`src/rtl/step_sequencer_if.sv`:
```
// Move-command channel into the step sequencer: valid/ready handshake plus move fields.
interface step_sequencer_if #(
  parameter int CNT_W = 16,
  parameter int PER_W = 16
);
  logic             cmd_valid;
  logic             cmd_ready;
  logic             cmd_dir;
  logic [CNT_W-1:0] cmd_steps;
  logic [PER_W-1:0] cmd_period;
  logic [PER_W-1:0] cmd_start_period;
  logic [PER_W-1:0] cmd_accel;

  modport master (
    output cmd_valid, cmd_dir, cmd_steps, cmd_period, cmd_start_period, cmd_accel,
    input  cmd_ready
  );

  modport slave (
    input  cmd_valid, cmd_dir, cmd_steps, cmd_period, cmd_start_period, cmd_accel,
    output cmd_ready
  );
endinterface

```
`src/rtl/step_sequencer.sv`:
```
// Step/dir pulse-train generator with symmetric linear-period trapezoid ramp,
// absolute position tracking and abort at pulse boundaries.
module step_sequencer #(
  parameter int CNT_W     = 16,
  parameter int PER_W     = 16,
  parameter int POS_W     = 24,
  parameter int PULSE_W   = 4,
  parameter int DIR_SETUP = 2
) (
  input  logic             clk,
  input  logic             rst_n,
  step_sequencer_if.slave  cmd,
  input  logic             abort,
  output logic             step,
  output logic             dir,
  output logic             busy,
  output logic             done,
  output logic             aborted,
  output logic [CNT_W-1:0] steps_left,
  output logic [POS_W-1:0] position
);

  typedef enum logic [2:0] {
    S_IDLE  = 3'd0,
    S_SETUP = 3'd1,
    S_HI    = 3'd2,
    S_LO    = 3'd3,
    S_FIN   = 3'd4
  } state_t;

  localparam logic [PER_W-1:0] MIN_PER    = PER_W'(2 * PULSE_W);
  localparam logic [PER_W-1:0] HI_LOAD    = PER_W'(PULSE_W - 1);
  localparam logic [PER_W-1:0] SETUP_LOAD = PER_W'(DIR_SETUP - 1);
  localparam logic [PER_W-1:0] PULSE_LEN  = PER_W'(PULSE_W);

  state_t           state_r;
  logic [PER_W-1:0] tmr_r;
  logic [PER_W-1:0] lo_len_r;
  logic [PER_W-1:0] cur_period_r;
  logic [PER_W-1:0] period_r;
  logic [PER_W-1:0] start_eff_r;
  logic [PER_W-1:0] accel_r;
  logic [CNT_W-1:0] ramp_cnt_r;

  logic [CNT_W-1:0] sl_dec_s;
  logic [PER_W-1:0] eff_s;
  logic [PER_W-1:0] cur_next_s;
  logic [CNT_W-1:0] ramp_next_s;
  logic [PER_W:0]   sum_s;
  logic [PER_W:0]   floor_s;
  logic [PER_W-1:0] start_eff_s;
  logic [POS_W-1:0] pos_delta_s;
  logic             enter_hi_s;

  assign start_eff_s = (cmd.cmd_start_period < cmd.cmd_period) ? cmd.cmd_period
                                                                : cmd.cmd_start_period;
  assign pos_delta_s = dir ? POS_W'(1) : {POS_W{1'b1}};

  // Ramp step: decelerate once remaining steps fit in the ramp already climbed, else accelerate.
  always_comb begin
    sl_dec_s    = steps_left - CNT_W'(1);
    eff_s       = (cur_period_r < MIN_PER) ? MIN_PER : cur_period_r;
    sum_s       = {1'b0, cur_period_r} + {1'b0, accel_r};
    floor_s     = {1'b0, period_r} + {1'b0, accel_r};
    cur_next_s  = cur_period_r;
    ramp_next_s = ramp_cnt_r;
    if (sl_dec_s <= ramp_cnt_r) begin
      if (sum_s > {1'b0, start_eff_r}) begin
        cur_next_s = start_eff_r;
      end else begin
        cur_next_s = sum_s[PER_W-1:0];
      end
    end else if (cur_period_r > period_r) begin
      if ({1'b0, cur_period_r} >= floor_s) begin
        cur_next_s = cur_period_r - accel_r;
      end else begin
        cur_next_s = period_r;
      end
      ramp_next_s = ramp_cnt_r + CNT_W'(1);
    end else begin
      cur_next_s  = cur_period_r;
      ramp_next_s = ramp_cnt_r;
    end
  end

  // Start of a new step pulse, from the end of setup or the end of a low phase.
  always_comb begin
    enter_hi_s = 1'b0;
    case (state_r)
      S_SETUP: enter_hi_s = (tmr_r == PER_W'(0)) && !abort;
      S_LO:    enter_hi_s = (tmr_r == PER_W'(0)) && !abort && (steps_left != CNT_W'(0));
      default: enter_hi_s = 1'b0;
    endcase
  end

  // Move FSM with registered outputs; pulse-entry bookkeeping applied after the case.
  always_ff @(posedge clk or negedge rst_n) begin
    if (!rst_n) begin
      state_r       <= S_IDLE;
      tmr_r         <= PER_W'(0);
      lo_len_r      <= PER_W'(0);
      cur_period_r  <= PER_W'(0);
      period_r      <= PER_W'(0);
      start_eff_r   <= PER_W'(0);
      accel_r       <= PER_W'(0);
      ramp_cnt_r    <= CNT_W'(0);
      step          <= 1'b0;
      dir           <= 1'b0;
      busy          <= 1'b0;
      done          <= 1'b0;
      aborted       <= 1'b0;
      steps_left    <= CNT_W'(0);
      position      <= POS_W'(0);
      cmd.cmd_ready <= 1'b1;
    end else begin
      case (state_r)
        S_IDLE: begin
          if (cmd.cmd_valid) begin
            dir           <= cmd.cmd_dir;
            busy          <= 1'b1;
            steps_left    <= cmd.cmd_steps;
            period_r      <= cmd.cmd_period;
            start_eff_r   <= start_eff_s;
            accel_r       <= cmd.cmd_accel;
            cur_period_r  <= start_eff_s;
            ramp_cnt_r    <= CNT_W'(0);
            tmr_r         <= SETUP_LOAD;
            aborted       <= 1'b0;
            cmd.cmd_ready <= 1'b0;
            if (cmd.cmd_steps == CNT_W'(0)) begin
              state_r <= S_FIN;
              done    <= 1'b1;
            end else begin
              state_r <= S_SETUP;
            end
          end
        end
        S_SETUP: begin
          if (abort) begin
            state_r <= S_FIN;
            done    <= 1'b1;
            aborted <= 1'b1;
          end else if (tmr_r != PER_W'(0)) begin
            tmr_r <= tmr_r - PER_W'(1);
          end
        end
        S_HI: begin
          if (tmr_r == PER_W'(0)) begin
            step    <= 1'b0;
            tmr_r   <= lo_len_r - PER_W'(1);
            state_r <= S_LO;
          end else begin
            tmr_r <= tmr_r - PER_W'(1);
          end
        end
        S_LO: begin
          if (tmr_r != PER_W'(0)) begin
            tmr_r <= tmr_r - PER_W'(1);
          end else if (!enter_hi_s) begin
            state_r <= S_FIN;
            done    <= 1'b1;
            aborted <= (steps_left != CNT_W'(0));
          end
        end
        S_FIN: begin
          done          <= 1'b0;
          aborted       <= 1'b0;
          busy          <= 1'b0;
          cmd.cmd_ready <= 1'b1;
          state_r       <= S_IDLE;
        end
        default: begin
          state_r       <= S_IDLE;
          step          <= 1'b0;
          busy          <= 1'b0;
          done          <= 1'b0;
          cmd.cmd_ready <= 1'b1;
        end
      endcase

      // The period timed from this rise uses the pre-update cur_period.
      if (enter_hi_s) begin
        state_r      <= S_HI;
        step         <= 1'b1;
        tmr_r        <= HI_LOAD;
        lo_len_r     <= eff_s - PULSE_LEN;
        position     <= position + pos_delta_s;
        steps_left   <= sl_dec_s;
        cur_period_r <= cur_next_s;
        ramp_cnt_r   <= ramp_next_s;
      end
    end
  end

endmodule

```
`src/flat_wrapper.sv`:
```
// flat-port wrapper written by rule: the top's interface ports become plain ports
module step_sequencer_flat 
#(
  parameter int CNT_W     = 16,
  parameter int PER_W     = 16,
  parameter int POS_W     = 24,
  parameter int PULSE_W   = 4,
  parameter int DIR_SETUP = 2
)
  (clk, rst_n, abort, step, dir, busy, done, aborted, steps_left, position, cmd_cmd_valid, cmd_cmd_dir, cmd_cmd_steps, cmd_cmd_period, cmd_cmd_start_period, cmd_cmd_accel, cmd_cmd_ready);
  step_sequencer_if #(.CNT_W(CNT_W), .PER_W(PER_W)) cmd_i ();
  input  logic clk;
  input  logic rst_n;
  input  logic abort;
  output logic step;
  output logic dir;
  output logic busy;
  output logic done;
  output logic aborted;
  output logic [CNT_W-1:0] steps_left;
  output logic [POS_W-1:0] position;
  input wire logic [$bits(cmd_i.cmd_valid)-1:0] cmd_cmd_valid;
  input wire logic [$bits(cmd_i.cmd_dir)-1:0] cmd_cmd_dir;
  input wire logic [$bits(cmd_i.cmd_steps)-1:0] cmd_cmd_steps;
  input wire logic [$bits(cmd_i.cmd_period)-1:0] cmd_cmd_period;
  input wire logic [$bits(cmd_i.cmd_start_period)-1:0] cmd_cmd_start_period;
  input wire logic [$bits(cmd_i.cmd_accel)-1:0] cmd_cmd_accel;
  output wire logic [$bits(cmd_i.cmd_ready)-1:0] cmd_cmd_ready;
  assign cmd_i.cmd_valid = cmd_cmd_valid;
  assign cmd_i.cmd_dir = cmd_cmd_dir;
  assign cmd_i.cmd_steps = cmd_cmd_steps;
  assign cmd_i.cmd_period = cmd_cmd_period;
  assign cmd_i.cmd_start_period = cmd_cmd_start_period;
  assign cmd_i.cmd_accel = cmd_cmd_accel;
  assign cmd_cmd_ready = cmd_i.cmd_ready;
  step_sequencer #(.CNT_W(CNT_W), .PER_W(PER_W), .POS_W(POS_W), .PULSE_W(PULSE_W), .DIR_SETUP(DIR_SETUP)) u_core (.clk(clk), .rst_n(rst_n), .cmd(cmd_i), .abort(abort), .step(step), .dir(dir), .busy(busy), .done(done), .aborted(aborted), .steps_left(steps_left), .position(position));
endmodule
```
`config.mk`:
```
export PLATFORM = sky130hd
export DESIGN_NAME = step_sequencer_flat
export DESIGN_NICKNAME = d
export VERILOG_FILES = /design/src/rtl/step_sequencer_if.sv /design/src/rtl/step_sequencer.sv /design/src/flat_wrapper.sv
export SDC_FILE = /design/constraint.sdc
export NUM_CORES = 1
export LEC_CHECK = 0
export CAP_MARGIN = 10
export CORE_UTILIZATION = 54
export CTS_BUF_LIST = sky130_fd_sc_hd__clkbuf_16
export DETAILED_ROUTE_END_ITERATION = 12
export PLACE_DENSITY = 0.81
export SYNTH_ARGS = -nofsm -noshare
export SYNTH_HDL_FRONTEND = slang
export SYNTH_SLANG_ARGS = --single-unit
```
`constraint.sdc`:
```
create_clock -name clk -period 4.41 [get_ports clk]
set_input_delay 0.6615 -clock clk [delete_from_list [all_inputs] [get_ports clk]]
set_output_delay 0.6615 -clock clk [all_outputs]
set_load 0.01 [all_outputs]
```
* Word level (Yosys, flattened, before mapping) *
Index checks and enable logic that the tools add are counted.

storage, ports and cells
  flip-flop bits (word level) = 161
  latch bits = 0
  RAM bits = 0
  memory bits (read-only) = 0
  input port bits = 69
  output and inout bits = 46
  word-level logic and storage cells = 123
  memories kept = 0

operators by class
  add/subtract/negate cells = 9
  multipliers = 0
  div/mod/pow operators = 0
  order comparisons = 6
  equal/unequal tests = 18
  shifts and indexed selects = 0
  muxes and demuxes = 48
  bitwise logic cells = 2
  reductions and logical operators = 24

operator list
  operator                                                     number
  two-way mux 16 bit                                           22
  case mux 16 bit (4 select lines)                             1
  subtractor 16 x 1 -> 16 bit, second input constant           3
  adder 16 x 16 -> 17 bit                                      2
  logical NOT 16 bit                                           2
  nonzero test 16 bit                                          2
  adder 24 bit                                                 1
  two-way mux 24 bit                                           1
  two-way mux 3 bit                                            6
  greater-or-equal comparator 16 x 17 -> 1 bit                 1
  greater-than comparator 17 x 16 -> 1 bit                     1
  adder 16 x 1 -> 16 bit, second input constant                1
  greater-than comparator 16 bit                               1
  <= comparator 16 bit                                         1
  less-than comparator 16 bit                                  1
  less-than comparator 16 x 4 -> 1 bit, second input constant  1
  subtractor 16 bit                                            1
  subtractor 16 x 3 -> 16 bit, second input constant           1
  != test 2 bit, second input constant                         6
  != test 3 x 2 -> 1 bit, second input constant                4
  case mux 3 bit (4 select lines)                              1
  two-way mux 1 bit                                            11
  case mux 1 bit (2 select lines)                              4
  case mux 1 bit (4 select lines)                              2
  other kinds (20)                                             30

* Logic depth before layout (Yosys ltp) *
  depth in word-level cells = 7
  mapped depth = 21
  depth with buffers taken out = 20

* Worst setup path before layout *
No wires, ideal clock.

  path kind = flip-flop to flip-flop
  from = reg u_core.steps_left[2]
  to = reg u_core.cur_period_r[13]
  library setup time = 0.137 ns
  arrival = 4.297 ns
  setup slack = -0.024 ns
  stages on the path, launching flop included = 19
  buffers on the path = 1
  period minus slack after synthesis = 4.434 ns
  path through = dfrtp_1 nor3_1 nand2b_1 or3_1 or3_1 nor2_1 nand4bb_1 xnor2_1 ha_1 nand4_1 nor3_1 a21boi_0 a2111oi_4 nor2_1 a21oi_2 or2_2 buf_2 o21ai_0 a211oi_1

on the way
  cells in the longest elaborated chain, start to end = 5

RTL lines
  element                                                              RTL line               RTL
  start: declaration                                                   step_sequencer.sv:19   output logic [CNT_W-1:0] steps_left,
  start signal: assignment                                             step_sequencer.sv:121  steps_left <= cmd.cmd_steps;
  start signal: assignment                                             step_sequencer.sv:188  steps_left <= sl_dec_s;
  branches (longest 5 deep; another with subtractor 16 x 1 -> 16 bit)  --
  end signal: assignment                                               step_sequencer.sv:125  cur_period_r <= start_eff_s;
  end signal: assignment                                               step_sequencer.sv:189  cur_period_r <= cur_next_s;
  end: declaration                                                     step_sequencer.sv:39   logic [PER_W-1:0] cur_period_r;

Parallel ways; which one is timed is not known.
A chain may end at the register's enable or synchronous reset.

* Worst setup path in the final report *
  from = reg u_core.accel_r[0]
  to = reg u_core.cur_period_r[1]

on the way
  cells in the longest elaborated chain, start to end = 6

RTL lines
  element                                       RTL line               RTL
  start: declaration                            step_sequencer.sv:42   logic [PER_W-1:0] accel_r;
  start signal: assignment                      step_sequencer.sv:124  accel_r <= cmd.cmd_accel;
  adder 16 x 16 -> 17 bit                       step_sequencer.sv:64   floor_s = {1'b0, period_r} + {1'b0, accel_r};
  greater-or-equal comparator 16 x 17 -> 1 bit  step_sequencer.sv:74   if ({1'b0, cur_period_r} >= floor_s) begin
  two-way mux 16 bit                            step_sequencer.sv:74
  two-way mux 16 bit                            step_sequencer.sv:73   end else if (cur_period_r > period_r) begin
  two-way mux 16 bit *                          step_sequencer.sv:67   if (sl_dec_s <= ramp_cnt_r) begin
  two-way mux 16 bit *                          step_sequencer.sv:182  if (enter_hi_s) begin

Every way passes the cells marked *; elsewhere a longest branch is shown, timed or not. The select of a mux whose other input is x is not followed.

==> results.md <==
- CP bufs+invs: 2
- Data required time of the worst path: ~4.8 ns
- Crit-path max cell delay: between 0.4 and 0.5 ns
- Critical path depth: 21
- Initial Utilization: a little under three fifths
- Final worst path period share: between 90% and 100%
- FF+latch count, synth: around 160
- Post-CTS Hold Buffers: 0
- CP Cell Sequence: ha_4, fa_2, a211o_1, a21o_1, and3_4, o21a_1, o21ai_1, nand2b_1, xnor2_1, ha_1, a21o_1, a211o_1, a211oi_1, and3_1, a211o_4, buf_4, clkbuf_16, nand2_1, o21ai_0, o221ai_1, o21ai_0
- Most frequent cells in the layout: 183 x nand2_1, 171 x o21ai_0, 158 x dfrtp_1
- Synthesized netlist cell count: 1604
- Gpl congestion: between 0.9 and 1
- Antenna viol nets, final: 0
- Drt first-iter violations: just over 800
- Max-slew violations: 0
- RSZ-0062 raised after global routing: true
- Total global routing overflow: 0
- Max_slew headroom: 35.0%
- CTS Root Cell: clkbuf_16
- CTS HTree Levels: 4
- WL final: between 30 and 40 mm
- Crit Path Class: reg2reg
- Met3 WL post-DR: approximately 1.9 mm
- Post-synth net total: approximately 1800
- Highest Signal Layer: met4
- Wire length on met2: roughly 19 mm
- Critical Path Start: u_core.accel_r[0]
- Crit Path Max Fanout: 12
- Share of layout cells above drive strength 1: 9.05%
- Num rows: 56
- Setup WS pre-CTS: -0.0656 ns
- Cell family with most CP delay: compound AO/OA/AOI/OAI gates
- DRC: 0
- Final worst slack: 0.108 ns
- Vias in the first global route: approximately 13000
- Final Hold Fails: 0
- Area grow syn2layout: 20.0%
- Boundary Pins: approximately 120
- Status: complete, no violations
- Reg clk slew, reported paths: approximately 0.070 ns
- Met1 wire length: around 16 mm
- Nets@finish: 1982
- Largest net degree at the start of global routing: around 110
- Mapped Area: 13200 um2
- Min Tclk post-route: roughly 4.3 ns
- CTS Buf Count: 17
- Clock sinks: 161
- Area contributors post-synth: dfrtp_1 30%, ha_1 15%, o21ai_0 6.7%
- Cell variety after synth: 74
- Worst Clk Skew: ~0.016 ns
- CP Capture Type: flip-flop
- Synthesis Warnings: 0
- R2R setup slack: approximately 0.11 ns
- Post-synth ARST share: 100%
- Global-route wire length before repair: roughly 62 mm
- First drt pass iteration count: 5
- Die W: 159 um
- Hold WC Path Type: in2async
- Final std cells w/o fill: approximately 2100
- Clk_lat worst skew: around 0.44 ns
- CTS tree: built
- RR Startpoint: u_core.accel_r[0]
- Fill cells: about 1900
- Max_cap viols: 0
- Initial antenna violation count: 0
- Leading register cell type out of synthesis: dfrtp_1
- Gr usage total: a little under a third
- Number of synthesized flops with an enable pin: 0
- Crit start category: flip-flop
- Max stage delay cell, worst path: dfrtp_1
- Core Area: 23800 um2
- Maximum root-to-sink buffer count: 2
- CP arrival: around 4.7 ns
- Worst r2r path cells: 21
- Ant diodes: 0
- Detailed-route via count: about 13000
- Die Y-Extent: about 160 um
- Commonest non-fill, non-tap cell in the layout: nand2_1
- IO buf count: 114
- Cell taking the most area after synthesis: dfrtp_1
- Via density: 6.08
- Die ar.: 25100 um2
- WL/cell: 18.5 um
- Post-DP HPWL: just under 30 mm
- Syn Area/Cell: 8.25 um2
- Seq/Total Area, Yosys: around 30%
- Inst Count DP: just over 2000
- Setup Viol. Count Final: 0
- Top cell type's share of synthesized area: between 30 and 40%
- Actual slew at the worst max-slew pin: 0.971 ns
- FMAX: roughly 230 MHz
stage by stage:
step                      hold slack [ns]  cell area (um2)  setup TNS, ns  util (%)
after global routing                0.370            15900         -0.347      66.9
after global placement              0.463            15000              0      63.3
after CTS                           0.342            15600              0      65.7
after floorplan                     0.366            13200              0         -
after detailed placement            0.470            15000         -0.290      63.3
final                               0.301            15900              0      66.9
sequential cells by signal (all words and copies together) (netlist names):
register	flops
u_core.steps_left	16
u_core.state_r	3
u_core.done	1
u_core.ramp_cnt_r	16
u_core.cmd.cmd_ready	1
u_core.cur_period_r	16
u_core.aborted	1
u_core.accel_r	16
u_core.position	24
u_core.start_eff_r	16
u_core.step	1
u_core.busy	1
u_core.lo_len_r	16
u_core.tmr_r	16
u_core.period_r	16
u_core.dir	1
final timing paths:
| path | end |
|---|---|
| min reg2reg | u_core.start_eff_r[9] |
| max | u_core.cur_period_r[1] |
| min in group clk | u_core.start_eff_r[9] |
| max reg2reg | u_core.cur_period_r[1] |
| min | u_core.steps_left[14] |
| max in group asynchronous | u_core.tmr_r[0] |
Yosys cell counts (6+ instances only):
cell and number:
or3_1 15, a31oi_1 7, a211o_1 9, dfrtp_1 160, mux2i_1 18, nand3_1 27, xnor2_1 58, nand4_1 14
o22ai_1 7, xor2_1 42, nor3_1 46, clkbuf_1 35, buf_1 6, o21bai_1 9, a32oi_1 6, nor2b_1 14
nor2_1 119, a22oi_1 8, o21ai_0 177, nand2b_1 19, a21oi_1 109, a21boi_0 10, o211ai_1 9, or4_1 6
o221ai_1 8, o31ai_1 9, and3_1 10, a21o_1 38, o21a_1 16, nand2_1 184, ha_1 154, nor4_1 20
a211oi_1 13, buf_2 11, inv_1 123
final cells by class:
| type | instances | area, um2 | share of cell area [%] |
|---|---|---|---|
| multi-input combinational | 1266 | 8700 | 54.8 |
| sequential | 161 | 4030 | 25.4 |
| timing repair buffer | 186 | 1730 | 10.9 |
| inverter | 123 | 462 | 2.91 |
| clock buffer | 17 | 425 | 2.68 |
| tap | 319 | 399 | 2.51 |
| clock inverter | 14 | 131 | 0.827 |
metal layers:
layer | up-vias | global-route usage, %
met5 | - | 0
met4 | 0 | 18.0
met3 | 129 | 4.03
met2 | 456 | 55.8
met1 | 6066 | 37.7
li1 | 6034 | -
what timing repair did:
| action | in CTS | in global routing |
|---|---|---|
| hold endpoints to repair | 0 | 0 |
| gates cloned | 0 | 2 |
| setup buffers | 0 | 10 |
| setup endpoints to repair | 13 | 30 |
| pin swaps | 2 | 18 |
| gates resized for setup | 5 | 41 |
logic make-up (layout without fill, tap and decap cells):
family / after synthesis / in the layout / share of synthesized area, %
AOI/OAI and AO/OA: 477 / 477 / 22.6
xor gates and xnor gates: 100 / 100 / 6.62
adders and majority gates: 158 / 158 / 15.2
buffers and inverters: 177 / 340 / 5.18
DFF: 161 / 161 / 30.4
muxes: 20 / 20 / 1.53
and+or+nand+nor: 511 / 511 / 18.5
Power is left out: the tool's default activity adds up to more than one toggle a clock period on the data nets, which glitch-free logic cannot reach.
==> patch 1, RTL diff (config.mk and constraints unchanged) <==
Encoding of `state_t`: now one-hot (5 bits for 5 states).
--- a/src/rtl/step_sequencer.sv
+++ b/src/rtl/step_sequencer.sv
@@ -20,12 +20,12 @@
   output logic [POS_W-1:0] position
 );
 
-  typedef enum logic [2:0] {
-    S_IDLE  = 3'd0,
-    S_SETUP = 3'd1,
-    S_HI    = 3'd2,
-    S_LO    = 3'd3,
-    S_FIN   = 3'd4
+  typedef enum logic [4:0] {
+    S_IDLE  = 5'b00001,
+    S_SETUP = 5'b00010,
+    S_HI    = 5'b00100,
+    S_LO    = 5'b01000,
+    S_FIN   = 5'b10000
   } state_t;
 
   localparam logic [PER_W-1:0] MIN_PER    = PER_W'(2 * PULSE_W);
Check against the original RTL: no difference found for any inputs over 4 cycles, from zero or initial values and one cycle with rst_n low; so few cycles prove little.
==> patch 1 against the original RTL <==
The run now ends with negative setup slack left. Sequential cell count grew 2. Sequential share of layout area is 2.0 points lower. Area after synthesis is 3.3% higher. Maximum frequency is 9.4% lower. First-iteration DRC count rose by 46%. Wire length grew 14%. Worst setup slack got worse by 450 ps. Core utilization rose by 4.0 points. Synthesized cell count is 2.7% higher. Final area is 9.8% higher. Critical endpoint is now u_core.cur_period_r[0]$_DFFE_PN0P_. Highest routed layer unchanged.
Power is not shown: default switching activity piles up to over one toggle a cycle in this logic, so the estimate is an artifact.
==> patch 1: results (changes against the original RTL) <==
metric	value	unit	change
share of cells above drive strength 1	0.164		was 0.0905
vias in the first global route	13200		was 12,500
NumNets Final	2090		was 1,982
largest net degree at the start of global routing	98		was 112
reg-to-reg endpoint	u_core.cur_period_r[0]$_DFFE_PN0P_		was u_core.cur_period_r[1]$_DFFE_PN0P_
vias per cell	6.15		was 6.08
CP max stage delay	440	ps	was 410 ps
per-cell routed wire length	20.0	um	was 18.5 um
gr usage total	0.339		was 0.319
first-pass GRT wire length	69.2	mm	was 62.2 mm
sequential share of the synthesized area	0.299		was 0.304
Slowest cell on crit path	dfrtp_2		was dfrtp_1
top post-synthesis cells by count	nand2_1, o21ai_0, dfrtp_1		unchanged
main area contributors after synthesis	dfrtp_1, ha_1, o21ai_0		unchanged
Worst EP arrival	5070	ps	was 4660 ps
Mapped Nets	1874		was 1,831
final setup fails	29		was 0
fin worst setup slack	-341	ps	was 108 ps
critical path fanouts, max	5		was 12
Critical Path Start	u_core.accel_r[1]$_DFFE_PN0P_		was u_core.accel_r[0]$_DFFE_PN0P_
status	finished, violations left		was completed
failing checks	negative setup slack		
routability cong.	0.978		was 0.965
WHS	288	ps	was 301 ps
Worst Tran Pin Value	1290	ps	was 971 ps
Initial DRC Count	1183		was 809
antenna violations before repair	1		was 0
# fillers	1830		was 1,943
total negative slack	-5400	ps	was 0 ps
## patch 1: cell count changes after synthesis, moves of 8 or more
cell / before / now
mux2i_1: 18 / 28
nor2_1: 119 / 132
nor3_1: 46 / 38
o21ai_0: 177 / 166
a31oi_1: 7 / 15
clkbuf_1: 35 / 47
## patch 1: metal layers
| metal | vias to the layer above | global-route usage | share of wire |
|---|---|---|---|
| li1 | 6303 | - | - |
| met1 | 6488 | 0.439 | 0.42 |
| met2 | 597 | 0.549 | 0.46 |
| met3 | 154 | 0.0616 | 0.076 |
| met4 | 0 | 0.156 | 0.046 |
| met5 | - | 0 | 0 |
## patch 1: repair_timing
item,CTS,global route
endpoints found under the setup margin,29,31
hold buffers,0,0
gates resized for setup,87,56
pin swaps,37,63
buffers inserted,27,14
cloned,3,1
## patch 1: cells by family (layout without fill, tap and decap cells)
family                     after synthesis  after routing  synth area share
AOI/OAI and AO/OA                      482            482             0.226
xor gates and xnor gates               106            106            0.0679
adders and majority gates              158            158             0.147
buffers and inverters                  189            417            0.0541
DFF                                    163            163             0.299
muxes                                   37             37            0.0279
other                                    0              1                 0
and+or+nand+nor                        512            513             0.179
## patch 1: cell type report
cell class / instances / area [um2] / area share
clock buffer: 17 / 425 / 0.0244
tap: 324 / 405 / 0.0232
sequential: 163 / 4080 / 0.234
timing repair buffer: 259 / 2380 / 0.137
multi-input combinational: 1296 / 9510 / 0.545
clock inverter: 15 / 156 / 0.00897
antenna: 1 / 2.50 / 0.000143
inverter: 126 / 475 / 0.0273
==> patch 2, RTL diff (same settings) <==
Without the edit above. `CNT_W` is set to 16 in 3 places; all go to 18.
--- a/src/rtl/step_sequencer_if.sv
+++ b/src/rtl/step_sequencer_if.sv
@@ -1,6 +1,6 @@
 // Move-command channel into the step sequencer: valid/ready handshake plus move fields.
 interface step_sequencer_if #(
-  parameter int CNT_W = 16,
+  parameter int CNT_W = 18,
   parameter int PER_W = 16
 );
   logic             cmd_valid;
--- a/src/rtl/step_sequencer.sv
+++ b/src/rtl/step_sequencer.sv
@@ -1,7 +1,7 @@
 // Step/dir pulse-train generator with symmetric linear-period trapezoid ramp,
 // absolute position tracking and abort at pulse boundaries.
 module step_sequencer #(
-  parameter int CNT_W     = 16,
+  parameter int CNT_W     = 18,
   parameter int PER_W     = 16,
   parameter int POS_W     = 24,
   parameter int PULSE_W   = 4,
--- a/src/flat_wrapper.sv
+++ b/src/flat_wrapper.sv
@@ -1,7 +1,7 @@
 // flat-port wrapper written by rule: the top's interface ports become plain ports
 module step_sequencer_flat 
 #(
-  parameter int CNT_W     = 16,
+  parameter int CNT_W     = 18,
   parameter int PER_W     = 16,
   parameter int POS_W     = 24,
   parameter int PULSE_W   = 4,
Interface: changed (resized cmd_cmd_steps and steps_left); port bits go from 115 to 119. The function was not compared with the original's and may differ.
==> patch 2 against the original RTL <==
The flow now finishes with violations (negative setup slack). Wire length increased by 20%. First-iteration DRC count grew 72%. Worst setup slack lost 340 ps. Count of clock-buffer cells in the layout unchanged. Non-clock buffer count grew 87. Area after synthesis rose by 4.9%. Final area grew 13%. Die area grew 4.8%. Sequential cell count rose by 4.
Power is left out: it rests on default switching activity, and per cell area and clock period it moved more than threefold.
==> patch 2: results (changes against the original RTL) <==
metric	value	unit	change
Worst EP arrival	4970	ps	was 4660 ps
largest net degree at the start of global routing	105		was 112
Worst Clk Skew	18.8	ps	was 16.5 ps
NumNets Final	2161		was 1,982
TritonRoute pass-1 iters	6		was 5
# fillers	1869		was 1,943
routability cong.	0.976		was 0.965
failing checks	negative setup slack		
Reg2Reg Launch Point	u_core.cur_period_r[1]$_DFFE_PN0P_		was u_core.accel_r[0]$_DFFE_PN0P_
sequential share of the synthesized area	0.298		was 0.304
Mapped Nets	1938		was 1,831
XOR/XNOR share of the synthesized area	0.0536		was 0.0662
share of cells above drive strength 1	0.172		was 0.0905
post-synthesis adder-cell area fraction	0.146		was 0.152
status	finished, violations left		was completed
Slowest cell on crit path	a2111oi_4		was dfrtp_1
Synth Area in Compound Gates	0.224		was 0.226
main area contributors after synthesis	dfrtp_1, ha_1, nand2_1		was dfrtp_1, ha_1, o21ai_0
gr usage total	0.334		was 0.319
worst slack, placed	-259	ps	was -65.6 ps
worst r2r path cells	20		was 21
fin worst setup slack	-237	ps	was 108 ps
top post-synthesis cells by count	nand2_1, dfrtp_1, ha_1		was nand2_1, o21ai_0, dfrtp_1
vias	14300		was 12,700
final setup fails	32		was 0
total negative slack	-3790	ps	was 0 ps
-- patch 2: changes by cell type after synthesis, moves of 13 or more --
cell,before,now
or4_1,6,23
nand2_1,184,215
xnor2_1,58,41
o21ai_0,177,132
clkbuf_1,35,63
nor2_1,119,98
o211ai_1,9,25
nor3_1,46,59
o21ai_1,1,32
o31ai_1,9,24
a21o_1,38,20
-- patch 2: area by class of cell --
cell class                 count  share of cell area
clock inverter                15             0.00882
inverter                     136              0.0283
timing repair buffer         273               0.141
sequential                   165               0.229
tap                          330              0.0229
clock buffer                  17              0.0236
multi-input combinational   1337               0.546
-- patch 2: routing by layer --
metal | vias to the layer above | part of all wire | global-route usage
met5 | - | 0 | 0
met4 | 0 | 0.054 | 0.163
met3 | 176 | 0.062 | 0.0359
met2 | 704 | 0.49 | 0.574
met1 | 6782 | 0.40 | 0.418
li1 | 6620 | - | -
-- patch 2: repair_timing --
item | 4_1_cts | 5_1_grt
buffers inserted | 2 | 24
resized for setup | 22 | 154
endpoints found under the setup margin | 31 | 34
gates cloned | 0 | 7
pin swaps | 6 | 89
-- patch 2: metrics by stage --
stage / utilization / instances / hold slack, ps
6_report: 0.716 / 2273 / 343
5_1_grt: 0.716 / 2273 / 431
4_1_cts: 0.671 / 2244 / 409
3_5_place_dp: 0.644 / 2210 / 470
3_3_place_gp: 0.644 / 2210 / 464
2_1_floorplan: - / 1707 / 366
-- patch 2: worst max path at each step --
stage                                  startpoint                             endpoint  slack (ps)  cells after the start
3_5_place_dp        u_core.accel_r[0]$_DFFE_PN0P_   u_core.cur_period_r[8]$_DFFE_PN0P_        -260                     21
3_3_place_gp        u_core.accel_r[0]$_DFFE_PN0P_   u_core.cur_period_r[8]$_DFFE_PN0P_        -160                     21
2_1_floorplan       u_core.accel_r[0]$_DFFE_PN0P_  u_core.cur_period_r[11]$_DFFE_PN0P_          -9                     21
6_report       u_core.cur_period_r[1]$_DFFE_PN0P_   u_core.cur_period_r[3]$_DFFE_PN0P_        -240                     20
4_1_cts             u_core.accel_r[0]$_DFFE_PN0P_  u_core.cur_period_r[12]$_DFFE_PN0P_           6                     21
5_1_grt             u_core.accel_r[0]$_DFFE_PN0P_   u_core.cur_period_r[3]$_DFFE_PN0P_        -320                     21
-- patch 2: logic make-up after synthesis --
group                      after synthesis
muxes                                   33
and+or+nand+nor                        565
buffers and inverters                  205
adders and majority gates              160
DFF                                    165
xor gates and xnor gates                85
AOI/OAI and AO/OA                      494
